===== config.mk =====
export PLATFORM = sky130hd
export DESIGN_NAME = present80_seq_flat
export DESIGN_NICKNAME = d
export VERILOG_FILES = /design/src/rtl/present80_seq_if.sv /design/src/rtl/present80_seq.sv /design/src/flat_wrapper.sv
export SDC_FILE = /design/constraint.sdc
export NUM_CORES = 1
export LEC_CHECK = 0
export CORE_MARGIN = 5
export CORE_UTILIZATION = 40
export CTS_CLUSTER_DIAMETER = 30
export CTS_CLUSTER_SIZE = 12
export DETAILED_ROUTE_END_ITERATION = 6
export PLACE_DENSITY = 0.91
export SYNTH_ARGS = -nofsm -noshare
export SYNTH_HDL_FRONTEND = slang
export SYNTH_SLANG_ARGS = --single-unit

===== constraint.sdc =====
create_clock -name clk -period 5.1 [get_ports clk]
set_input_delay 0.51 -clock clk [delete_from_list [all_inputs] [get_ports clk]]
set_output_delay 0.51 -clock clk [all_outputs]
set_load 0.005 [all_outputs]

===== src/rtl/present80_seq_if.sv =====
// Register-file / datapath / status bundle around the PRESENT-80 sequencer.
// slave = sequencer view; master = register file plus round datapath view.
interface present80_seq_if #(
    parameter int KEY_W = 80
);
    logic [KEY_W-1:0] cfg_key;
    logic [63:0]      cfg_plain;
    logic             ctrl_start;
    logic             ctrl_abort;
    logic             ctrl_irq_en;
    logic             done_clr;
    logic             core_load;
    logic             core_round_en;
    logic [4:0]       core_round;
    logic             core_final;
    logic [63:0]      core_state;
    logic [63:0]      cipher_out;
    logic             busy;
    logic             done;
    logic             overrun;
    logic             irq;

    modport master (
        output cfg_key, cfg_plain, ctrl_start, ctrl_abort, ctrl_irq_en, done_clr, core_state,
        input  core_load, core_round_en, core_round, core_final,
        input  cipher_out, busy, done, overrun, irq
    );

    modport slave (
        input  ctrl_start, ctrl_abort, ctrl_irq_en, done_clr, core_state,
        output core_load, core_round_en, core_round, core_final,
        output cipher_out, busy, done, overrun, irq
    );
endinterface


===== src/rtl/present80_seq.sv =====
// PRESENT-80 sequencer: start edge -> load, ROUNDS rounds, final XOR, capture; done 35 cycles after start.
// No backpressure: start edges while busy are dropped and flagged as overrun; abort returns to idle.
module present80_seq #(
    parameter int ROUNDS = 31,
    parameter int KEY_W  = 80
) (
    input  logic            clk,
    input  logic            reset,
    present80_seq_if.slave  bus
);
    typedef enum logic [2:0] {
        S_IDLE,
        S_LOAD,
        S_ROUND,
        S_FINAL,
        S_CAPTURE
    } state_t;

    localparam logic [4:0] LastRound = 5'(ROUNDS);

    // The datapath key schedule only exists for the 80-bit key variant.
    if (KEY_W != 80) begin : g_key_w_unsupported
    end

    state_t      r_state;
    state_t      w_next;
    logic [4:0]  r_cnt;
    logic [4:0]  w_cnt_nxt;
    logic        r_start_q;
    logic        r_done;
    logic        r_overrun;
    logic [63:0] r_cipher;
    logic        w_start_edge;
    logic        w_busy;
    logic        w_abortable;

    assign w_start_edge = bus.ctrl_start & ~r_start_q;
    assign w_busy       = (r_state != S_IDLE);
    assign w_abortable  = (r_state == S_LOAD) || (r_state == S_ROUND) || (r_state == S_FINAL);

    always_ff @(posedge clk or negedge reset) begin
        if (!reset) begin
            r_state   <= S_IDLE;
            r_cnt     <= 5'd0;
            r_start_q <= 1'b0;
            r_cipher  <= 64'h0;
            r_done    <= 1'b0;
            r_overrun <= 1'b0;
        end else begin
            r_state   <= w_next;
            r_cnt     <= w_cnt_nxt;
            r_start_q <= bus.ctrl_start;
            if (r_state == S_CAPTURE) begin
                r_cipher <= bus.core_state;
            end
            // Completion beats a coincident clear so software never loses a result.
            if (r_state == S_CAPTURE) begin
                r_done <= 1'b1;
            end else if (bus.done_clr || ((r_state == S_IDLE) && w_start_edge)) begin
                r_done <= 1'b0;
            end
            if (w_busy && w_start_edge) begin
                r_overrun <= 1'b1;
            end else if (bus.done_clr) begin
                r_overrun <= 1'b0;
            end
        end
    end

    always_comb begin
        w_next            = r_state;
        w_cnt_nxt         = r_cnt;
        bus.core_load     = 1'b0;
        bus.core_round_en = 1'b0;
        bus.core_round    = 5'd0;
        bus.core_final    = 1'b0;
        unique case (r_state)
            S_IDLE: begin
                if (w_start_edge) begin
                    w_next = S_LOAD;
                end
            end
            S_LOAD: begin
                bus.core_load = 1'b1;
                w_cnt_nxt     = 5'd1;
                w_next        = S_ROUND;
            end
            S_ROUND: begin
                bus.core_round_en = 1'b1;
                bus.core_round    = r_cnt;
                if (r_cnt == LastRound) begin
                    w_next = S_FINAL;
                end else begin
                    w_cnt_nxt = r_cnt + 5'd1;
                end
            end
            S_FINAL: begin
                bus.core_final = 1'b1;
                w_next         = S_CAPTURE;
            end
            S_CAPTURE: begin
                w_next = S_IDLE;
            end
            default: begin
                w_next = S_IDLE;
            end
        endcase
        if (bus.ctrl_abort && w_abortable) begin
            w_next = S_IDLE;
        end
    end

    assign bus.cipher_out = r_cipher;
    assign bus.busy       = w_busy;
    assign bus.done       = r_done;
    assign bus.overrun    = r_overrun;
    assign bus.irq        = r_done & bus.ctrl_irq_en;
endmodule


===== src/flat_wrapper.sv =====
// flat-port wrapper written by rule: the top's interface ports become plain ports
module present80_seq_flat 
#(
    parameter int ROUNDS = 31,
    parameter int KEY_W  = 80
)
  (clk, reset, bus_ctrl_start, bus_ctrl_abort, bus_ctrl_irq_en, bus_done_clr, bus_core_state, bus_core_load, bus_core_round_en, bus_core_round, bus_core_final, bus_cipher_out, bus_busy, bus_done, bus_overrun, bus_irq);
  present80_seq_if #(.KEY_W(KEY_W)) bus_i ();
  input  logic clk;
  input  logic reset;
  input wire logic [$bits(bus_i.ctrl_start)-1:0] bus_ctrl_start;
  input wire logic [$bits(bus_i.ctrl_abort)-1:0] bus_ctrl_abort;
  input wire logic [$bits(bus_i.ctrl_irq_en)-1:0] bus_ctrl_irq_en;
  input wire logic [$bits(bus_i.done_clr)-1:0] bus_done_clr;
  input wire logic [$bits(bus_i.core_state)-1:0] bus_core_state;
  output wire logic [$bits(bus_i.core_load)-1:0] bus_core_load;
  output wire logic [$bits(bus_i.core_round_en)-1:0] bus_core_round_en;
  output wire logic [$bits(bus_i.core_round)-1:0] bus_core_round;
  output wire logic [$bits(bus_i.core_final)-1:0] bus_core_final;
  output wire logic [$bits(bus_i.cipher_out)-1:0] bus_cipher_out;
  output wire logic [$bits(bus_i.busy)-1:0] bus_busy;
  output wire logic [$bits(bus_i.done)-1:0] bus_done;
  output wire logic [$bits(bus_i.overrun)-1:0] bus_overrun;
  output wire logic [$bits(bus_i.irq)-1:0] bus_irq;
  assign bus_i.ctrl_start = bus_ctrl_start;
  assign bus_i.ctrl_abort = bus_ctrl_abort;
  assign bus_i.ctrl_irq_en = bus_ctrl_irq_en;
  assign bus_i.done_clr = bus_done_clr;
  assign bus_i.core_state = bus_core_state;
  assign bus_core_load = bus_i.core_load;
  assign bus_core_round_en = bus_i.core_round_en;
  assign bus_core_round = bus_i.core_round;
  assign bus_core_final = bus_i.core_final;
  assign bus_cipher_out = bus_i.cipher_out;
  assign bus_busy = bus_i.busy;
  assign bus_done = bus_i.done;
  assign bus_overrun = bus_i.overrun;
  assign bus_irq = bus_i.irq;
  present80_seq #(.ROUNDS(ROUNDS), .KEY_W(KEY_W)) u_core (.clk(clk), .reset(reset), .bus(bus_i));
endmodule

**After elaboration in Yosys (flattened, before gate mapping)**

Cells that the tools add are included.

- Flip-flop bits (word level): 75
- Output and inout bits: 76
- Logic and storage cells: 45

- $add $sub $neg: 1
- Eq/ne operators: 8
- Multiplexer cells: 14
- Bitwise gates (word level): 3
- Reduce and logical (&&, ||, !) cells: 13

Operators by type and width:

| operator | count |
|---|---|
| $pmux 3 s4 | 1 |
| $mux 5 | 2 |
| $pmux 5 s2 | 1 |
| $mux 3 | 3 |
| $mux 1 | 7 |
| $eq 3x2->1 const B | 2 |
| $reduce_bool 2->1 | 3 |
| $add 5x1->5 const B | 1 |
| $eq 5x5->1 const B | 1 |
| $reduce_and 2->1 | 2 |
| $eq 3x1->1 const B | 1 |
| $eq 3x3->1 const B | 1 |
| $logic_and 1x1->1 | 3 |
| $logic_not 3->1 | 1 |
| $logic_or 1x1->1 | 3 |
| $ne 3x2->1 const B | 1 |
| $ne 3x3->1 const B | 1 |
| $reduce_bool 3->1 | 1 |
| $and 1x1->1 | 2 |
| $ne 2x2->1 const B | 1 |
| $not 1->1 | 1 |

**Logic depth before layout (Yosys ltp)**

Gate-level depths: netlist of run 1.

- Word-level depth: 6
- Mapped depth: 6
- Gate-level depth less buffers: 6

**Least setup slack after synthesis of run 1**

No wires, ideal clock.

- Path kind: reg-to-reg
- Start point: register u_core.r_cnt[0]
- End point: register u_core.r_cnt[3]
- Library setup time: 123 ps
- Arrival: 1,590 ps
- Required time: 4,977 ps
- Path slack: 3,387 ps
- Cell stages (with the launch flop): 7
- Period minus slack after synthesis: 1,713 ps
- Cell sequence: dfrtp_1 > ha_1 > and3_1 > ha_1 > nor4b_4 > nand4_1 > mux2i_1

- Longest elaborated chain between the ends: 3
- Elaborated cells between the ends (all ways): 6

Ends and longest elaborated chain:

| item | line | source |
|---|---|---|
| start: declaration | present80_seq.sv:27 | `logic [4:0] r_cnt;` |
| start signal: assignment | present80_seq.sv:51 | `r_cnt <= w_cnt_nxt;` |
| $add 5x1->5 / $eq 5x5->1 (equally long branches) | present80_seq.sv:94, present80_seq.sv:91 |  |
| $mux 5 / $ne 2x2->1 (equally long branches) | n/a |  |
| $pmux 5 s2 / $reduce_and 2->1 (equally long branches) | n/a |  |

Several ways; a longest one is shown, not always the timed one. The select of a mux whose other input is x is not followed.
A chain may end at the register's enable or synchronous reset.

**Worst setup path after layout of run 1**

- Start point: register u_core.r_state[1]
- End point: output port bus_core_load

- Longest elaborated chain between the ends: 2

Ends and longest elaborated chain:

| item | line | source |
|---|---|---|
| start: declaration | present80_seq.sv:25 | `state_t r_state;` |
| start signal: assignment | present80_seq.sv:50 | `r_state <= w_next;` |
| $eq 3x1->1 | present80_seq.sv:77 | `unique case (r_state)` |
| $mux 1 | present80_seq.sv:77 |  |
| end: declaration | flat_wrapper.sv:16 | `output wire logic [$bits(bus_i.core_load)-1:0] bus_core_load;` |

Every way passes these cells.

==> results of run 1 <==
## power by group through the flow
stage	Combinational, mW	Sequential [mW]	Clock, mW
3_3_place_gp	0.492	0.816	0
6_report	0.496	0.816	0.488
2_1_floorplan	0.124	0.827	0
3_5_place_dp	0.508	0.829	0
4_1_cts	0.510	0.817	0.505
5_1_grt	0.538	0.836	0.533
## Yosys cell counts
master,n,area share (%)
a21oi_1,1,0.17
a22o_1,2,0.59
a31o_2,1,0.30
and2_1,3,0.63
and3_1,6,1.3
and3b_1,1,0.30
buf_2,1,0.17
buf_4,1,0.25
buf_6,5,1.9
clkbuf_1,1,0.13
dfrtp_1,75,63
ha_1,2,0.85
inv_1,2,0.25
inv_2,1,0.13
mux2_1,49,19
mux2_2,15,5.7
mux2i_1,2,0.68
nand2_1,3,0.38
nand2b_1,1,0.21
nand3b_1,1,0.25
nand4_1,1,0.21
nor2_1,2,0.25
nor2b_1,1,0.21
nor3_1,3,0.51
nor3b_2,1,0.42
nor4b_4,1,0.80
o21ai_0,1,0.17
o2bb2ai_1,1,0.30
or2_2,1,0.21
or3b_1,1,0.30
xnor2_1,1,0.30
## worst max-delay path, stage by stage, from the launching register on
cell,delay (ns)
dfrtp_1,0.53
or3b_1,0.46
inv_2,0.09
clkdlybuf4s50_1,0.50
## flip-flops by register name, indices dropped and copies added (netlist names)
signal                 flops
u_core.bus.cipher_out     64
u_core.bus.done            1
u_core.bus.overrun         1
u_core.r_cnt               5
u_core.r_start_q           1
u_core.r_state             3
## worst max-delay path by stage
stage | slack, ns | end | start | cells past startpoint
3_5_place_dp | 3.02 | bus_irq | bus_ctrl_irq_en | 3
5_1_grt | 2.57 | bus_core_load | u_core.r_state[1] | 3
6_report | 2.68 | bus_core_load | u_core.r_state[1] | 3
4_1_cts | 2.65 | bus_core_load | u_core.r_state[1] | 3
3_3_place_gp | 3.02 | bus_irq | bus_ctrl_irq_en | 3
2_1_floorplan | 3.39 | u_core.r_cnt[3] | u_core.r_cnt[0] | 6
## through the flow
stage | power (mW) | setup WS, ns | cell area (µm²) | instances
detailed placement | 1.34 | 3.02 | 4480 | 425
floorplan | 0.951 | 3.39 | 2960 | 187
CTS | 1.83 | 2.65 | 4690 | 441
finish | 1.80 | 2.68 | 4690 | 441
global placement | 1.31 | 3.02 | 4480 | 425
global route | 1.91 | 2.57 | 4690 | 441
## routing by layer
metal	wire length [µm]	track usage [%]	vias to the layer above	share of wire [%]
met2	3730	29.1	87	52
met3	590	4.93	8	8.2
met1	2790	17.8	1002	39
li1	-	-	961	-
met5	0	0	-	0
met4	70	4.98	0	0.98
## cell families after synthesis
family          Yosys count  synth area share, %
compound gates            6                 1.52
xor+xnor                  1                0.296
fa+ha+maj                 2                0.846
buf+inv                  11                 2.84
flops                    75                 63.5
mux                      66                 25.1
simple gates             26                 5.97
## cell type report
type,count,area (µm²)
fill,556,2520
tap,99,124
inverter,3,11.3
clock inverter,7,92.6
clock buffer,9,124
sequential,75,1880
multi-input combinational,101,1000
timing repair buffer,147,1460
==> results.sh, run 1 <==
export IMPL_status="finished clean"
export IMPL_power_frac_clock_pct=27.1
export IMPL_drc=0
export IMPL_portBuffers=145
export IMPL_p_sw_mw=0.439
export IMPL_rows=31
export IMPL_critical_path_class="flip-flop to primary output"
export IMPL_synth_cell_area_um2=2960
export IMPL_max_slew_margin_rel_pct=38.8
export IMPL_grt_pass1_vias=2330
export IMPL_cap_violations=0
export IMPL_htreeDepth=3
export IMPL_die_h_um=96.0
export IMPL_hold_viol_final=0
export IMPL_clk_pin_slew_ns=0.08
export IMPL_end_kind="primary output"
export IMPL_finalMaxSlewViolations=0
export IMPL_clk_latency_ns=0.33
export IMPL_critPathLaunchType="flip-flop"
export IMPL_setup_tns_ns=0
export IMPL_grt_pass1_wl_mm=11.3
export IMPL_die_w_um=96.0
export IMPL_syn_nets=259
export IMPL_clock_sinks=75
export IMPL_r2r_cells=6
export IMPL_fin_crit_ns=2.42
export IMPL_hpwl_mm=5.52
export IMPL_areaGrowthSynthToFinish_pct=58.8
export IMPL_numCtsBuffers=9
export IMPL_antenna_found_initial=0
export IMPL_combPwrFrac_pct=27.6
export IMPL_path_max_fanout=14
export IMPL_holdWs_ns=0.314
export IMPL_layout_commonest_cell="clkdlybuf4s50_1"
export IMPL_leakagePower_nw=2.16
export IMPL_min_path_type="primary input to async pin"
export IMPL_p_int_mw=1.36
export IMPL_routabilityCongestion=0.831
export IMPL_required_ns=4.59
export IMPL_synth_area_per_cell_um2=15.8
export IMPL_first_pass_iters=4
export IMPL_viasPerCell=4.67
export IMPL_irDropWorstVdd_mv=0.192
export IMPL_reg2reg_slack_ns=3.22
export IMPL_ios=146
export IMPL_grt_ovfl_total=0
export IMPL_wl_mm=7.18
export IMPL_nNetsFinal=409
export IMPL_layout_common_cells="clkdlybuf4s50_1, dfrtp_1, mux2_1"
export IMPL_rsz0062_at_grt="no"
export IMPL_ant_nets=0
export IMPL_initialDrtViolationCount=29
export IMPL_rr_endpoint="u_core.r_cnt[3]"
export IMPL_tightest_slew_ns=0.918
export IMPL_cts_buffer_depth=2
export IMPL_p_per_area_nw_per_um2=383
export IMPL_num_vias=2058
export IMPL_post_cts_buffers=0
export IMPL_fmax_mhz=413
export IMPL_cts_tree="built"
export IMPL_yosysWarnings=0
export IMPL_switching_share_pct=24.4
export IMPL_wire_per_inst_um=16.3
export IMPL_fin_worst_skew_ns=0.0101
export IMPL_n_antenna_cell=0
export IMPL_core_area_um2=7210
export IMPL_ys_seq_elements=75
export IMPL_synth_distinct_cells=31
export IMPL_setup_violations=0
export IMPL_grt_usage_pct=16.0
export IMPL_synth_seq_area_share_pct=63.5
export IMPL_syn_inst=187
export IMPL_pwr_share_seq_pct=45.3
export IMPL_root_buffer="clkbuf_8"
export IMPL_post_route_period_util_pct=47.4
export IMPL_critPathArrivalTime_ns=1.91
export IMPL_layout_drive_gt1_share_pct=11.4
export IMPL_reg2reg_from="u_core.r_cnt[0]"
export IMPL_grt_max_degree=76
export IMPL_hold_buffers=0
export IMPL_die_area_um2=9210
export IMPL_final_core_util_pct=65.1
export IMPL_cts_resized_gates=0
export IMPL_start_util_pct=41.0
(Power assumes the default switching activity.)
==> inputs of run 2 (changes only) <==
==> constraint.sdc (replaced) <==
create_clock -name clk -period 2.5 [get_ports clk]
set_input_delay 0.25 -clock clk [delete_from_list [all_inputs] [get_ports clk]]
set_output_delay 0.25 -clock clk [all_outputs]
set_load 0.005 [all_outputs]
==> run 2 against run 1 <==
Worst hold slack got worse by 0.27 ns. Sequential share of layout area decreased by 0.096 points. Core utilization increased by 0.16 points.
==> results.sh, run 2 (synthesized netlist as in run 1, its figures left out) <==
export IMPL_layout_commonest_cell="clkdlybuf4s50_1"
export IMPL_grt_pass1_wl_mm=11.6
export IMPL_ant_nets=0
export IMPL_end_kind="primary output"
export IMPL_routabilityCongestion=0.861
export IMPL_r2r_cells=6
export IMPL_fin_cells=441
export IMPL_cts_buffer_depth=2
export IMPL_fmax_mhz=463
export IMPL_fin_worst_skew_ns=0.00870
export IMPL_areaGrowthSynthToFinish_pct=59.2
export IMPL_grt_max_degree=76
export IMPL_post_route_period_util_pct=86.4
export IMPL_ios=146
export IMPL_rr_endpoint="u_core.r_cnt[3]"
export IMPL_finalMaxSlewViolations=0
export IMPL_cts_tree="built"
export IMPL_wl_mm=7.26
export IMPL_cap_violations=0
export IMPL_critPathLaunchType="flip-flop"
export IMPL_rsz0062_at_grt="no"
export IMPL_tightest_slew_ns=0.929
export IMPL_layout_common_cells="clkdlybuf4s50_1, dfrtp_1, mux2_1"
export IMPL_layout_drive_gt1_share_pct=11.1
export IMPL_fin_crit_ns=2.16
export IMPL_max_slew_margin_rel_pct=38.1
export IMPL_reg2reg_from="u_core.r_cnt[0]"
export IMPL_hold_buffers=0
export IMPL_cts_resized_gates=0
export IMPL_die_area_um2=9210
export IMPL_clock_sinks=75
export IMPL_grt_pass1_vias=2323
export IMPL_first_pass_iters=4
export IMPL_critPathArrivalTime_ns=1.91
export IMPL_required_ns=2.25
export IMPL_multiInputGateArea_um2=1000
export IMPL_antenna_found_initial=0
export IMPL_initialDrtViolationCount=42
export IMPL_viasPerCell=4.70
export IMPL_clk_pin_slew_ns=0.08
export IMPL_largest_register_ffs=64
export IMPL_portBuffers=145
export IMPL_nNetsFinal=409
export IMPL_fillers=547
export IMPL_hpwl_mm=5.56
export IMPL_rows=31
export IMPL_root_buffer="clkbuf_8"
export IMPL_core_area_um2=7210
export IMPL_status="finished clean"
export IMPL_clk_latency_ns=0.32
export IMPL_min_path_type="primary input to async pin"
export IMPL_path_max_fanout=14
export IMPL_setup_violations=0
export IMPL_wire_per_inst_um=16.5
export IMPL_grt_usage_pct=16.6
export IMPL_leakagePower_nw=2.17
export IMPL_post_cts_buffers=0
export IMPL_htreeDepth=3
export IMPL_irDropWorstVdd_mv=0.466
export IMPL_drc=0
export IMPL_power_mw=3.71
export IMPL_num_vias=2074
export IMPL_setup_tns_ns=0
export IMPL_numCtsBuffers=9
export IMPL_hold_viol_final=0
export IMPL_regArea_um2=1880
export IMPL_final_core_util_pct=65.2
export IMPL_start_util_pct=41.0
export IMPL_critical_path_class="flip-flop to primary output"
export IMPL_n_antenna_cell=0
export IMPL_grt_ovfl_total=0
export IMPL_p_per_area_nw_per_um2=788
export IMPL_post_place_cells=425
export IMPL_holdWs_ns=0.0465
export IMPL_die_h_um=96.0
export IMPL_die_w_um=96.0
export IMPL_reg2reg_slack_ns=0.62
[run 2: cell count changes in the layout (fill, tap and decap cells not counted)]
cell	before	now
clkbuf_1	0	1
clkbuf_8	9	11
clkinv_2	2	1
clkinvlp_4	3	1
[run 2: through the flow]
stage | setup slack [ns] | area [µm²]
3_5_place_dp | 0.614 | 4480
6_report | 0.340 | 4710
2_1_floorplan | 0.787 | 2960
5_1_grt | 0.248 | 4710
4_1_cts | 0.317 | 4710
3_3_place_gp | 0.715 | 4480
[run 2: layout make-up]
type | instances | area share, %
Clock buffer | 12 | 3.30
Clock inverter | 4 | 1.54
Inverter | 3 | 0.239
Multi-Input combinational cell | 101 | 21.3
Sequential cell | 75 | 39.9
Tap cell | 99 | 2.63
Timing Repair Buffer | 147 | 31.1
[run 2: how the worst max path moves through the flow]
stage | from | end | slack [ns] | cells past startpoint
4_1_cts | u_core.r_state[1] | bus_core_load | 0.32 | 3
6_report | u_core.r_state[1] | bus_core_load | 0.34 | 3
5_1_grt | u_core.r_state[1] | bus_core_load | 0.25 | 3
3_5_place_dp | u_core.r_cnt[0] | u_core.r_cnt[3] | 0.61 | 6
3_3_place_gp | u_core.r_state[1] | bus_core_load | 0.72 | 3
2_1_floorplan | u_core.r_cnt[0] | u_core.r_cnt[3] | 0.79 | 6
[run 2: per-layer routing]
metal / GRT usage (%) / share of wire, % / vias to the layer above / wire, µm
met5: 0 / 0 / - / 0
met1: 18.8 / 38 / 1025 / 2770
met4: 4.86 / 1.1 / 0 / 80
li1: - / - / 954 / -
met2: 29.6 / 52 / 87 / 3800
met3: 5.47 / 8.5 / 8 / 614
[run 2: power by group]
part           leakage, nW  internal, mW  switching, mW
logic                 1.06         0.721          0.296
clock network        0.113         0.616          0.414
registers            0.996          1.50          0.163
total                 2.17          2.84          0.873
[run 2: worst max-delay path: stages, from the launching register on]
cell	delay [ns]
dfrtp_1	0.54
or3b_1	0.47
inv_2	0.09
clkdlybuf4s50_1	0.50
==> patch: new RTL, flow settings as in run 2 <==
Make the reset (`reset`) synchronous in one clocked block.
--- a/src/rtl/present80_seq.sv
+++ b/src/rtl/present80_seq.sv
@@ -39,5 +39,5 @@
     assign w_abortable  = (r_state == S_LOAD) || (r_state == S_ROUND) || (r_state == S_FINAL);
 
-    always_ff @(posedge clk or negedge reset) begin
+    always_ff @(posedge clk) begin
         if (!reset) begin
             r_state   <= S_IDLE;
Behaviour: differs if reset is asserted again (counterexample within 4 cycles, from zero or initial values and one cycle with reset low); with reset held inactive, the same outputs for 10 cycles.
==> patch against run 2 <==
  * Register-to-register slack lost 0.04 ns
  * Count of clock-buffer cells in the layout grew 1
  * Design area shrank 3.8%
  * Routed wire length grew 14%
  * Area after synthesis shrank 4.3%
  * Sequential cell count is the same
  * Worst setup slack lost 0.13 ns
  * Critical path type unchanged
  * Critical endpoint is now bus_core_round[2]
  * Largest cell class is now buffers
  * Highest routed layer unchanged
Power is not compared: it rests on default switching activity, and its combinational part moved more than twofold at a synthesized area within 25%.
==> patch: results (changes against run 2) <==
Fin Hold WS=0.4532 ns (+0.4067 ns); initial antenna violation count=0 (unchanged); # nets final=551 (+35%); Mapped Nets=413 (+59%); Post-synth top cells=nand2_1 (132), dfxtp_1 (75), a21oi_1 (68), buf_6 (8), clkbuf_1 (8); Arrival @ worst endpoint=2.04 ns (+0.13 ns); multiplexer area fraction after synthesis=0% (-25 points); M2 GR Usage=33.18% (+3.5 points); met3 Usage GRT=4.968% (-0.51 points); Inst Count DP=564 (+33%); M1 GR Usage=20.45% (+1.7 points); Setup Skew=0.01040 ns (+0.001697 ns); DR pass1 iterations=4 (unchanged); post-synth cell types=32 (+3.2%); post-CTS resize count=0 (unchanged); initial drt markers=83 (+98%); status=finished, final reports clean; ys async rst share=0% (-100 points); compound-gate portion of the synthesized area=14.15% (+13 points); syn_area_per_cell=8.296 um2 (-48%); final hold vios=0 (unchanged); gr usage total=18.46% (+1.9 points); max_slew headroom=70.37% (+32 points); drt via density=4.802 (+2.1%); Reg2Reg Depth=6 (unchanged); Num CTS Buffers=9 (unchanged); Final Cycle Share=91.59% (+5.2 points); Placer Congestion=0.8522 (-0.96%); Top FF cell, synth=dfxtp_1; Crit Path Max Fanout=14 (unchanged); register area share after synthesis=53.07% (-10 points); Area contributors post-synth=dfxtp_1 (53%), nand2_1 (18%), a21oi_1 (12%); Detail Placement HPWL=5.999 mm (+7.9%); Synth Area in XOR/XNOR=0.3096% (+0.013 points); post-synthesis adder-cell area fraction=0.8846% (+0.038 points); vias in the first global route=2,793 (+20%); DP Area=4288 um2 (-4.2%); largest net degree at the start of global routing=43 (-43%); Place WS=0.5827 ns (-0.03089 ns); Finished Layout Cells=580 (+32%); worst hold path class=reg2reg; Max H-tree Level=3 (unchanged); layout cells sized above 1=5.785% (-5.3 points); Skew-Pair Late Insertion Delay=0.33 ns; Avg WL per Cell=14.33 um (-13%); first-pass GRT wire length=13.07 mm (+12%)
## patch: cell types whose count changed after synthesis, sizes merged, moves of 3 or more
cell,run 2,this run
dfxtp,0,75
a21oi,1,68
buf,7,16
mux2,64,0
nor3,3,0
nand3,0,3
nand2,3,132
dfrtp,75,0
and3,6,2
clkbuf,1,8
and2,3,7
## patch: critical path: stages, from the launching register on
cell and delay [ns]:
dfxtp_1 0.59, nor3b_2 0.42, and2_1 0.18, clkdlybuf4s50_1 0.51
## patch: logic make-up (layout without fill, tap and decap cells)
family                   Yosys count  count (layout)
AND/OR/NAND/NOR                  160             160
AO/OA/AOI/OAI                     75              75
flip-flops                        75              75
buffers and inverters             28             171
adder cells (fa/ha/maj)            2               2
XOR/XNOR                           1               1
## patch: metal layers
| layer | wire length, um | share of wire (%) |
|---|---|---|
| met1 | 3350 | 40 |
| met2 | 4213 | 51 |
| met3 | 578 | 7.0 |
| met4 | 166 | 2.0 |
| met5 | 0 | 0 |
## patch: cell type report
| class | count | area, um2 |
|---|---|---|
| clock buffer | 13 | 168.9 |
| inverter | 4 | 15.01 |
| sequential | 75 | 1501 |
| clock inverter | 3 | 68.82 |
| tap | 96 | 120.1 |
| fill | 565 | 2306 |
| multi-input combinational | 238 | 1142 |
| timing repair buffer | 151 | 1509 |
## patch: path summary, 6_finish.rpt
| check | startpoint | endpoint |
|---|---|---|
| setup / recovery | u_core.r_state[1] | bus_core_round[2] |
| hold / removal | u_core.bus.cipher_out[24] | u_core.bus.cipher_out[24] |
| setup reg to reg | u_core.r_cnt[0] | u_core.r_cnt[2] |
| hold reg to reg | u_core.bus.cipher_out[24] | u_core.bus.cipher_out[24] |
## patch: metrics by stage
stage	util (%)	power, W
finish	66.25	0.002445
CTS	66.25	0.002467
global route	66.25	0.002540
floorplan	-	0.001273
detailed placement	62.77	0.001402
global placement	62.77	0.001400
## patch: power breakdown
part | switching (W) | internal [W] | total (W)
Sequential | 0.00000874 | 0.00120 | 0.00121
Combinational | 0.0000499 | 0.000118 | 0.000167
Clock | 0.000422 | 0.000647 | 0.00107
Total | 0.000481 | 0.00196 | 0.00244
